--- config.mk ---
export PLATFORM = sky130hd
export DESIGN_NAME = decode_arbiter
export DESIGN_NICKNAME = d
export VERILOG_FILES = /design/src/rtl/decode_arb_pkg.sv /design/src/rtl/decoder5to32.sv /design/src/rtl/decode_arbiter.sv
export SDC_FILE = /design/constraint.sdc
export NUM_CORES = 1
export LEC_CHECK = 0
export ABC_AREA = 0
export BUFFER_PORTS_ARGS = -buffer_cell sky130_fd_sc_hd__buf_2
export CAP_MARGIN = 20
export CORE_UTILIZATION = 40
export CTS_BUF_LIST = sky130_fd_sc_hd__clkbuf_8 sky130_fd_sc_hd__clkbuf_16
export DETAILED_ROUTE_END_ITERATION = 7
export HOLD_SLACK_MARGIN = 0.03
export MAX_ROUTING_LAYER = met4
export SYNTH_ARGS = -nofsm -noshare
export SYNTH_HDL_FRONTEND = slang
export SYNTH_SLANG_ARGS = --single-unit
--- constraint.sdc ---
create_clock -name clk -period 6.25 [get_ports clk]
set_clock_uncertainty 0.2 [all_clocks]
set_input_delay 0 -clock clk [delete_from_list [all_inputs] [get_ports clk]]
set_output_delay 0 -clock clk [all_outputs]
set_load 0.01 [all_outputs]
--- src/rtl/decode_arb_pkg.sv ---
// Shared types and helpers for the round-robin decode arbiter.
// The round-robin scan lives here so that every user applies the same fairness rule.
package decode_arb_pkg;

  localparam int DEF_NREQ = 4;
  localparam int DEF_AW   = 5;
  localparam int DEF_HOLD = 4;

  // The scan is sized for the largest supported requester count (8).
  localparam int RR_MAX = 8;
  localparam int RR_IW  = 3;

  typedef enum logic [1:0] {
    IDLE  = 2'd0,
    DRIVE = 2'd1,
    GAP   = 2'd2
  } arb_state_t;

  typedef struct packed {
    logic             found;
    logic [RR_IW-1:0] idx;
  } rr_pick_t;

  // Returns the first set request at or above ptr, wrapping modulo n.
  function automatic rr_pick_t rr_pick(input logic [RR_MAX-1:0] req,
                                       input logic [RR_IW-1:0]  ptr,
                                       input int unsigned       n = DEF_NREQ);
    rr_pick_t    res;
    int unsigned j;
    res = '0;
    for (int unsigned k = 0; k < RR_MAX; k++) begin
      j = (32'(ptr) + k) % n;
      if (!res.found && (k < n) && req[j[RR_IW-1:0]]) begin
        res.found = 1'b1;
        res.idx   = j[RR_IW-1:0];
      end
    end
    return res;
  endfunction

endpackage

--- src/rtl/decoder5to32.sv ---
// Purely combinational binary-to-one-hot decoder (AW inputs, 2**AW outputs).
module decoder5to32
  import decode_arb_pkg::*;
#(
  parameter int AW = DEF_AW
) (
  input  logic [AW-1:0]      addr,
  output logic [2**AW-1:0]   sel
);

  // NOTE: assigning a default before the indexed write keeps every bit driven
  // on every path, so no latch is inferred.
  always_comb begin
    sel       = '0;
    sel[addr] = 1'b1;
  end

endmodule

--- src/rtl/decode_arbiter.sv ---
// Round-robin arbiter sharing one address decoder: winner's address is latched,
// decoded and driven for HOLD cycles, followed by a one-cycle all-zero gap.
module decode_arbiter
  import decode_arb_pkg::*;
#(
  parameter int NREQ = DEF_NREQ,
  parameter int AW   = DEF_AW,
  parameter int HOLD = DEF_HOLD
) (
  input  logic                    clk,
  input  logic                    rst_n,
  input  logic [NREQ-1:0]         req,
  input  logic [NREQ*AW-1:0]      addr,
  output logic [NREQ-1:0]         gnt,
  output logic [$clog2(NREQ)-1:0] gnt_id,
  output logic [2**AW-1:0]        sel,
  output logic                    sel_valid,
  output logic                    busy
);

  localparam int IW = $clog2(NREQ);
  localparam int CW = (HOLD > 1) ? $clog2(HOLD) : 1;
  localparam int SW = 2**AW;

  arb_state_t    state_q, state_d;
  logic [CW-1:0] cnt_q, cnt_d;
  logic [IW-1:0] ptr_q, ptr_d;
  logic [AW-1:0] addr_q, addr_d;
  logic [IW-1:0] gnt_id_q, gnt_id_d;
  logic [NREQ-1:0] gnt_q, gnt_d;
  logic [SW-1:0] sel_q, sel_d;
  logic          sel_valid_q, sel_valid_d;
  logic          busy_q, busy_d;

  rr_pick_t      pick;
  logic [IW-1:0] win;
  logic [SW-1:0] dec_sel;

  // Decoding the captured-address next value lets the select register load
  // together with the grant, giving single-cycle request-to-select latency.
  decoder5to32 #(.AW(AW)) u_dec (
    .addr (addr_d),
    .sel  (dec_sel)
  );

  always_comb begin
    pick     = rr_pick(RR_MAX'(req), RR_IW'(ptr_q), NREQ);
    win      = IW'(pick.idx);

    state_d  = state_q;
    cnt_d    = cnt_q;
    ptr_d    = ptr_q;
    addr_d   = addr_q;
    gnt_id_d = gnt_id_q;
    gnt_d    = '0;

    unique case (state_q)
      IDLE, GAP: begin
        if (pick.found) begin
          state_d       = DRIVE;
          cnt_d         = CW'(HOLD - 1);
          ptr_d         = (win == IW'(NREQ - 1)) ? '0 : win + 1'b1;
          addr_d        = addr[int'(win)*AW +: AW];
          gnt_id_d      = win;
          gnt_d[win]    = 1'b1;
        end else begin
          state_d = IDLE;
        end
      end
      DRIVE: begin
        if (cnt_q == '0) state_d = GAP;
        else             cnt_d   = cnt_q - 1'b1;
      end
      default: state_d = IDLE;
    endcase

    sel_valid_d = (state_d == DRIVE);
    busy_d      = (state_d != IDLE);
    sel_d       = sel_valid_d ? dec_sel : '0;
  end

  // NOTE: state is updated with non-blocking assignments so every flop samples
  // the pre-edge values regardless of statement order.
  always_ff @(posedge clk or negedge rst_n) begin
    if (!rst_n) begin
      state_q     <= IDLE;
      cnt_q       <= '0;
      ptr_q       <= '0;
      addr_q      <= '0;
      gnt_id_q    <= '0;
      gnt_q       <= '0;
      sel_q       <= '0;
      sel_valid_q <= 1'b0;
      busy_q      <= 1'b0;
    end else begin
      state_q     <= state_d;
      cnt_q       <= cnt_d;
      ptr_q       <= ptr_d;
      addr_q      <= addr_d;
      gnt_id_q    <= gnt_id_d;
      gnt_q       <= gnt_d;
      sel_q       <= sel_d;
      sel_valid_q <= sel_valid_d;
      busy_q      <= busy_d;
    end
  end

  assign gnt       = gnt_q;
  assign gnt_id    = gnt_id_q;
  assign sel       = sel_q;
  assign sel_valid = sel_valid_q;
  assign busy      = busy_q;

endmodule

* Yosys cells after proc, flatten, opt, wreduce, memory -nomap -nowiden
Index checks and enable logic that the tools add are counted. Widths: inputs -> output; s select.
Operators by class: add/sub/neg operators 5, multipliers 1, $lt $le $gt $ge 8, eq/ne operators 6, shift-type cells 1, multiplexer cells 28, reduce and logical (&&, ||, !) cells 15
Operators by type and width (number):
- $mux 32 | 1
- $mux 4 | 6
- $shiftx 20x6->5 | 1
- $lt 2x4->1 const B | 4
- $mux 5 | 2
- $bmux 1 s2 | 4
- $mux 2 | 4
- $pmux 2 s2 | 2
- $mux 1 | 7
- $lt 5x6->1 const B | 1
- $demux 1 s5 | 1
- $ge 5x1->1 const B | 1
- $logic_and 1x1->1 | 5
- $mul 2x3->5 const B | 1
- $add 2x1->2 const B | 2
- $add 2x2->2 const B | 2
- $eq 2x1->1 const B | 2
- $eq 2x2->1 const B | 2
- $logic_not 2->1 | 2
- $ne 2x2->1 const B | 2
- $reduce_bool 2->1 | 2
- $logic_not 1->1 | 3
- $lt 2x3->1 const B | 1
- $reduce_and 3->1 | 1
- other kinds (5) | 5
Storage, ports and cells: bits in registers 51, output and inout bits 40, logic and storage cells 73

* Logic depth before layout (Yosys ltp)
Gate-level depths: netlist (run 1).
word-level depth 21, mapped depth 9, mapped depth without buffers 9

* Hierarchy
A second synthesis (run 1) with hierarchy kept.
Second synthesis, totals: cells, all modules 217, area total of the unflattened synthesis 2274.7 sq um
Modules (own cells, without submodules):
- decode_arbiter | instances 1, cells each 170, area each 2060.7 sq um
- decoder5to32 | instances 1, cells each 47, area each 214.0 sq um

* Worst setup path after synthesis (run 1)
Ideal clock, no wire load.
path type flip-flop to flip-flop, start register ptr_q[1], end register sel_q[3], in the netlist sel[3], library setup time 73 ps, arrival time 2216 ps, data required time 5977 ps, slack 3762 ps, cell stages (with the launch flop) 9, buffers on the path 1, clock period less this slack 2488 ps, path through dfrtp_1 and2_4 o211a_1 nor2_8 mux2_2 a221o_1 or2_1 buf_4 nor2_1
RTL lines:
- start: declaration | line decode_arbiter.sv:27 | logic [IW-1:0] ptr_q, ptr_d;
- start signal: assignment | line decode_arbiter.sv:98 | ptr_q <= ptr_d;
- end signal: assignment | line decode_arbiter.sv:102 | sel_q <= sel_d;
- end: declaration | line decode_arbiter.sv:31 | logic [SW-1:0] sel_q, sel_d;

==> flow_summary.json, run 1 <==
{
  "status": "completed",
  "period_needed_ps": 3340,
  "p_clk_share_pct": 16.6,
  "die_area_um2": 5920,
  "portBuffers": 65,
  "ys_ff_latch": 51,
  "vias_per_cell": 4.75,
  "core-area_um2": 5270,
  "grt_pass1_wl_um": 8010,
  "start_util_pct": 42.6,
  "synth_cells": 202,
  "startpoint_type": "register",
  "hold_start": "addr[7]",
  "grt_max_degree": 52,
  "path_max_fanout": 8,
  "finalCritPeriodShare_pct": 53.5,
  "worstPathCellList": "and2_4 > o211a_1 > nor2_8 > mux2_2 > dlygate4sd3_1 > a221o_1 > dlygate4sd3_1",
  "gp_congestion": 0.829,
  "synth_area_um2": 2250,
  "relSlewSlack_pct": 57.9,
  "drt-total-wl_um": 4780,
  "hold_buffers": 9,
  "critical_path_required_ps": 6240,
  "synth.top_cell.area_share_pct": 56.8,
  "tns_ps": 0,
  "track_usage_pct": 18.1,
  "num_antenna_cells": 0,
  "switching_share_pct": 39.6,
  "critPathLaunch": "ptr_q[1]",
  "yosysWarnings": 0,
  "route.antenna.remaining_nets": 0,
  "drt_iter0_drc": 65,
  "end_kind": "register",
  "max-clock-path-buffers": 2,
  "timing.fmax_mhz": 299,
  "syn_to_final_growth_pct": 24.5,
  "first_global_vias": 1691,
  "seqPwrFrac_pct": 37.9,
  "n_fill_cell": 492,
  "drv_cap": 0,
  "cp_top_family": "buffers and inverters",
  "hold_viol_final": 0,
  "crit_top_cell": "dlygate4sd3_1",
  "min_path_type": "primary input to register",
  "gr-total-overflow": 0,
  "r2r_start": "ptr_q[1]",
  "dp_hpwl_um": 3490,
  "p_leak_nw": 1.45,
  "comb_power_share_pct": 45.5,
  "setup_violations": 0,
  "ys_seq_area_share_pct": 56.8,
  "worstSetupPathType": "register to register",
  "netlist_top_cells_area": "dfrtp_1 (57%), nor2_1 (6.5%), nand2_1 (3.2%), ha_1 (2.8%), mux2i_1 (1.8%)",
  "drv_slew": 0,
  "nNetsFinal": 310,
  "syn_avg_cell_area_um2": 11.1,
  "cpPeakStageDelay_ps": 570,
  "cp.buffers_inverters": 2,
  "irDropWorstVdd_mv": 0.164,
  "rows": 26,
  "grt_setup_unrepaired": "false",
  "intPower_mw": 0.720,
  "post-synth-top-area-cell": "dfrtp_1",
  "ctsRootBufferMaster": "clkbuf_8",
  "antenna_found_initial": 0,
  "post_cts_buffers": 0,
  "dr.pass1.iters": 5,
  "worst_pin_slew_ps": 632,
  "cts-htree-levels": 2,
  "dr_total_vias": 1663,
  "numCtsBuffers": 5,
  "drive_gt1_share_pct": 34.3,
  "p_sw_mw": 0.471,
  "crit_arrival_ps": 3340,
  "ctsResizeCount": 0,
  "power.density_nw_per_um2": 426,
  "avgRoutedWirePerCell_um": 13.7,
  "synth_nets": 233,
  "drc": 0,
  "clk_latency_ps": 300,
  "post-route-util_pct": 53.1,
  "fp.dieH_um": 76.9,
  "ys_types": 49,
  "io_pins": 66,
  "cts_tree": "done",
  "critPathSlowestCell": "dlygate4sd3_1",
  "chipWidth_um": 76.9,
  "cts.sinks": 51,
  "clk_pin_slew_ps": 90
}
-- sequential cells by signal, indices dropped and copies added (netlist names) --
register	cells
sel	32
addr_q	5
gnt	4
cnt_q	2
gnt_id	2
ptr_q	2
state_q	2
busy	1
sel_valid	1
-- power by group through the flow --
stage               clock network, mW  logic, mW  registers, mW
floorplan                           0      0.375          0.481
global placement                    0      0.517          0.457
detailed placement                  0      0.523          0.458
CTS                             0.205      0.550          0.451
global route                    0.218      0.610          0.459
finish                          0.198      0.542          0.451
-- path summary, 6_finish.rpt --
path | endpoint | slack [ps] | depth (start not counted)
max reg2reg | addr_q[4] | 2910 | 7
max | addr_q[4] | 2910 | 7
min | addr_q[2] | 90 | 4
min in group asynchronous | gnt_id[0] | 130 | 3
max in group asynchronous | sel[5] | 5300 | 3
min reg2reg | cnt_q[0] | 270 | 1
-- per-stage QoR --
| step | total power [mW] | std cells | setup WS (ps) | hold WS, ps | area (µm²) |
|---|---|---|---|---|---|
| after floorplan | 0.856 | 202 | 3760 | -496 | 2250 |
| after global placement | 0.974 | 333 | 3660 | -55.8 | 2610 |
| after detailed placement | 0.981 | 333 | 3580 | -48.2 | 2610 |
| after CTS | 1.21 | 350 | 2930 | 70.4 | 2800 |
| after global routing | 1.29 | 350 | 2800 | 110 | 2800 |
| final | 1.19 | 350 | 2910 | 86.1 | 2800 |
-- layout make-up --
cell class,count,area (µm²),area share (%)
Inverter,8,30.0,1.07
Tap cell,70,87.6,3.13
Timing Repair Buffer,75,423,15.1
Clock inverter,2,16.3,0.582
Clock buffer,6,82.6,2.95
Multi-Input combinational cell,138,881,31.5
Sequential cell,51,1280,45.6
-- cell usage after synthesis, drive strengths merged --
cell type,n
nor2,40
o31ai,2
o221ai,1
a21oi,7
a21o,1
bufbuf,1
o211ai,1
nand2,19
and2,8
nor4,1
dfrtp,51
o311ai,1
inv,8
o21ba,1
a41oi,1
a221o,1
nand3b,4
mux2,1
o32ai,1
nor3,4
o21a,1
nor2b,1
or3b,1
a2111oi,1
o21ai,4
clkbuf,1
o211a,1
ha,5
or2b,2
nand3,7
and3,1
o21bai,1
or2,4
nand4,2
o221a,2
mux2i,4
nand2b,4
a211o,1
o31a,1
or3,1
buf,3
-- cells by family (layout without fill, tap and decap cells) --
logic type                 after synthesis  count (layout)  share of synthesized area (%)
AOI/OAI and AO/OA                       29              29                           11.3
buffers and inverters                   13              91                           3.96
muxes                                    5               5                           2.28
and+or+nand+nor                         99              99                           22.9
adders and majority gates                5               5                           2.79
DFF                                     51              51                           56.8
-- worst reg2reg max path, cell delays in order (launching register included) --
cell	delay, ps
dfrtp_1	460
and2_4	200
o211a_1	300
nor2_8	230
mux2_2	350
dlygate4sd3_1	550
a221o_1	370
dlygate4sd3_1	570
-- layout by cell type (no fill, tap or decap), drive strengths merged, types with 4 or more instances in the layout --
cell type / Yosys / layout
o21ai: 4 / 4
ha: 5 / 5
and2: 8 / 8
nor2: 40 / 40
mux2i: 4 / 4
nand2: 19 / 19
clkbuf: 1 / 6
nor3: 4 / 4
dfrtp: 51 / 51
inv: 8 / 8
dlygate4sd3: 0 / 9
buf: 3 / 66
nand3b: 4 / 4
nand2b: 4 / 4
a21oi: 7 / 7
nand3: 7 / 7
or2: 4 / 4
-- per-layer routing --
layer,GRT usage (%),part of all wire [%],wire length [µm]
met1,23.2,47,2240
met2,28.9,48,2310
met3,2.98,4.0,189
met4,6.73,1.1,53
met5,-,0,0
Power figures use the tool's default switching activity.
==> run 2: changes to the inputs <==
Settings changed: PLACE_DENSITY set to 0.67.
Clock period 6.25 ns to 2.8 ns, I/O delays scaled along.
==> run 2 against run 1 <==
Fmax is 25% higher; worst setup slack got worse by 2800 ps; total power increased by 140%; global-route usage barely moved; sequential cell count stayed put; sequential share of layout area shrank 0.94 points; worst hold slack better by 23 ps; die area unchanged; clock power grew to 2.7 times the previous value; largest cell class unchanged; largest power group unchanged; highest routed layer unchanged.
==> flow_summary.json, run 2 (synthesis gave the netlist of run 1 again) <==
{
  "grt_pass1_wl_um": 7980,
  "grt_max_degree": 52,
  "clk_latency_ps": 300,
  "critical_path_required_ps": 2790,
  "min_path_type": "primary input to register",
  "io_pins": 66,
  "grt_setup_unrepaired": "false",
  "gp_congestion": 0.873,
  "dr_total_vias": 1724,
  "die_area_um2": 5920,
  "worstSetupPathType": "register to register",
  "critPathLaunch": "ptr_q[1]",
  "start_util_pct": 42.6,
  "first_global_vias": 1612,
  "irDropWorstVdd_mv": 0.388,
  "dp_hpwl_um": 3570,
  "r2r_start": "ptr_q[1]",
  "largest_register_ffs": 32,
  "antenna_found_initial": 0,
  "track_usage_pct": 18.2,
  "final_common_cell": "buf_2",
  "final_area_um2": 2860,
  "status": "completed",
  "nNetsFinal": 312,
  "path_max_fanout": 8,
  "startpoint_type": "register",
  "drc": 0,
  "busiest_layer": "met2",
  "avgRoutedWirePerCell_um": 14.2,
  "use_met3_pct": 3.57,
  "portBuffers": 65,
  "reg2reg_setup_slack_ps": 120,
  "reg2reg_to": "addr_q[4]",
  "p_leak_nw": 1.48,
  "vias_per_cell": 4.90,
  "end_kind": "register",
  "rows": 26,
  "reg2regPathDepth": 6,
  "worst_hold_slack_ps": 110,
  "clk_pin_slew_ps": 100,
  "grt_use_met2_pct": 29.0,
  "worst_pin_slew_ps": 437,
  "cts-htree-levels": 2,
  "grt_use_met1_pct": 23.0,
  "placed_area_um2": 2610,
  "ctsRootBufferMaster": "clkbuf_8",
  "core-area_um2": 5270,
  "drt-total-wl_um": 5010,
  "drv_cap": 0,
  "cts_tree": "done",
  "crit_arrival_ps": 2670,
  "drive_gt1_share_pct": 36.2,
  "relSlewSlack_pct": 70.7,
  "numCtsBuffers": 5,
  "syn_to_final_growth_pct": 27.2,
  "gr-total-overflow": 0,
  "finalCritPeriodShare_pct": 95.7,
  "period_needed_ps": 2680,
  "drv_slew": 0,
  "max-clock-path-buffers": 2,
  "dr.pass1.iters": 6,
  "num_antenna_cells": 0,
  "endpoint": "addr_q[4]",
  "power.density_nw_per_um2": 982,
  "timing.fmax_mhz": 373,
  "drt_iter0_drc": 68,
  "final_cell_mix": "buf_2 (65), dfrtp_1 (50), nor2_1 (39)",
  "tns_ps": 0,
  "chipWidth_um": 76.9,
  "route.antenna.remaining_nets": 0,
  "fp.dieH_um": 76.9,
  "hold_viol_final": 0,
  "setup_violations": 0,
  "cts.sinks": 51
}
==> run 2: how the worst min path moves through the flow <==
stage	startpoint	end	slack, ps	depth (start not counted)
after floorplan	rst_n	addr_q[0]	-500	0
after global placement	rst_n	ptr_q[1]	70	1
after detailed placement	rst_n	ptr_q[1]	80	1
after CTS	addr[7]	addr_q[2]	100	4
after global routing	addr[7]	addr_q[2]	120	4
final	req[2]	ptr_q[0]	110	5
==> run 2: area by class of cell <==
| class | count | area, µm² |
|---|---|---|
| repair buffers | 77 | 448 |
| inverters | 8 | 30.0 |
| multi-input cells | 138 | 893 |
| flip-flops and latches | 51 | 1280 |
| clock inverters | 2 | 38.8 |
| clock buffers | 6 | 82.6 |
| fillers | 496 | 2410 |
| well taps | 70 | 87.6 |
==> run 2: what timing repair did <==
| item | 4_1_cts | 5_1_grt |
|---|---|---|
| setup endpoints to repair | 0 | 11 |
| resized for setup | 0 | 3 |
| buffers inserted | 0 | 2 |
| endpoints found under the hold margin | 54 | 8 |
| hold buffers | 7 | 1 |
==> run 2: worst max-delay path: stages (launching register included) <==
cell,delay (ps)
dfrtp_2,460
and2_4,180
o211a_4,270
nor2_8,180
mux2_2,360
a221o_1,340
dlygate4sd3_1,570
==> run 2: stage by stage <==
stage	power, mW	util [%]	std cells	setup WS, ps
floorplan	1.91	-	202	312
global placement	2.18	49.5	333	199
detailed placement	2.19	49.5	333	125
CTS	2.78	53.1	348	8.86
global route	2.99	54.2	352	25.2
finish	2.81	54.2	352	120
==> run 2: per-layer routing <==
metal  share of wire (%)  up-vias
li1                    -      843
met1                  44      813
met2                  49       58
met3                 5.4       10
met4                 2.0        0
met5                   0        -
==> run 2: report_power, final <==
group	switching (mW)	internal [mW]
Combinational	0.749	0.504
Clock	0.249	0.294
Sequential	0.0853	0.924
Total	1.08	1.72
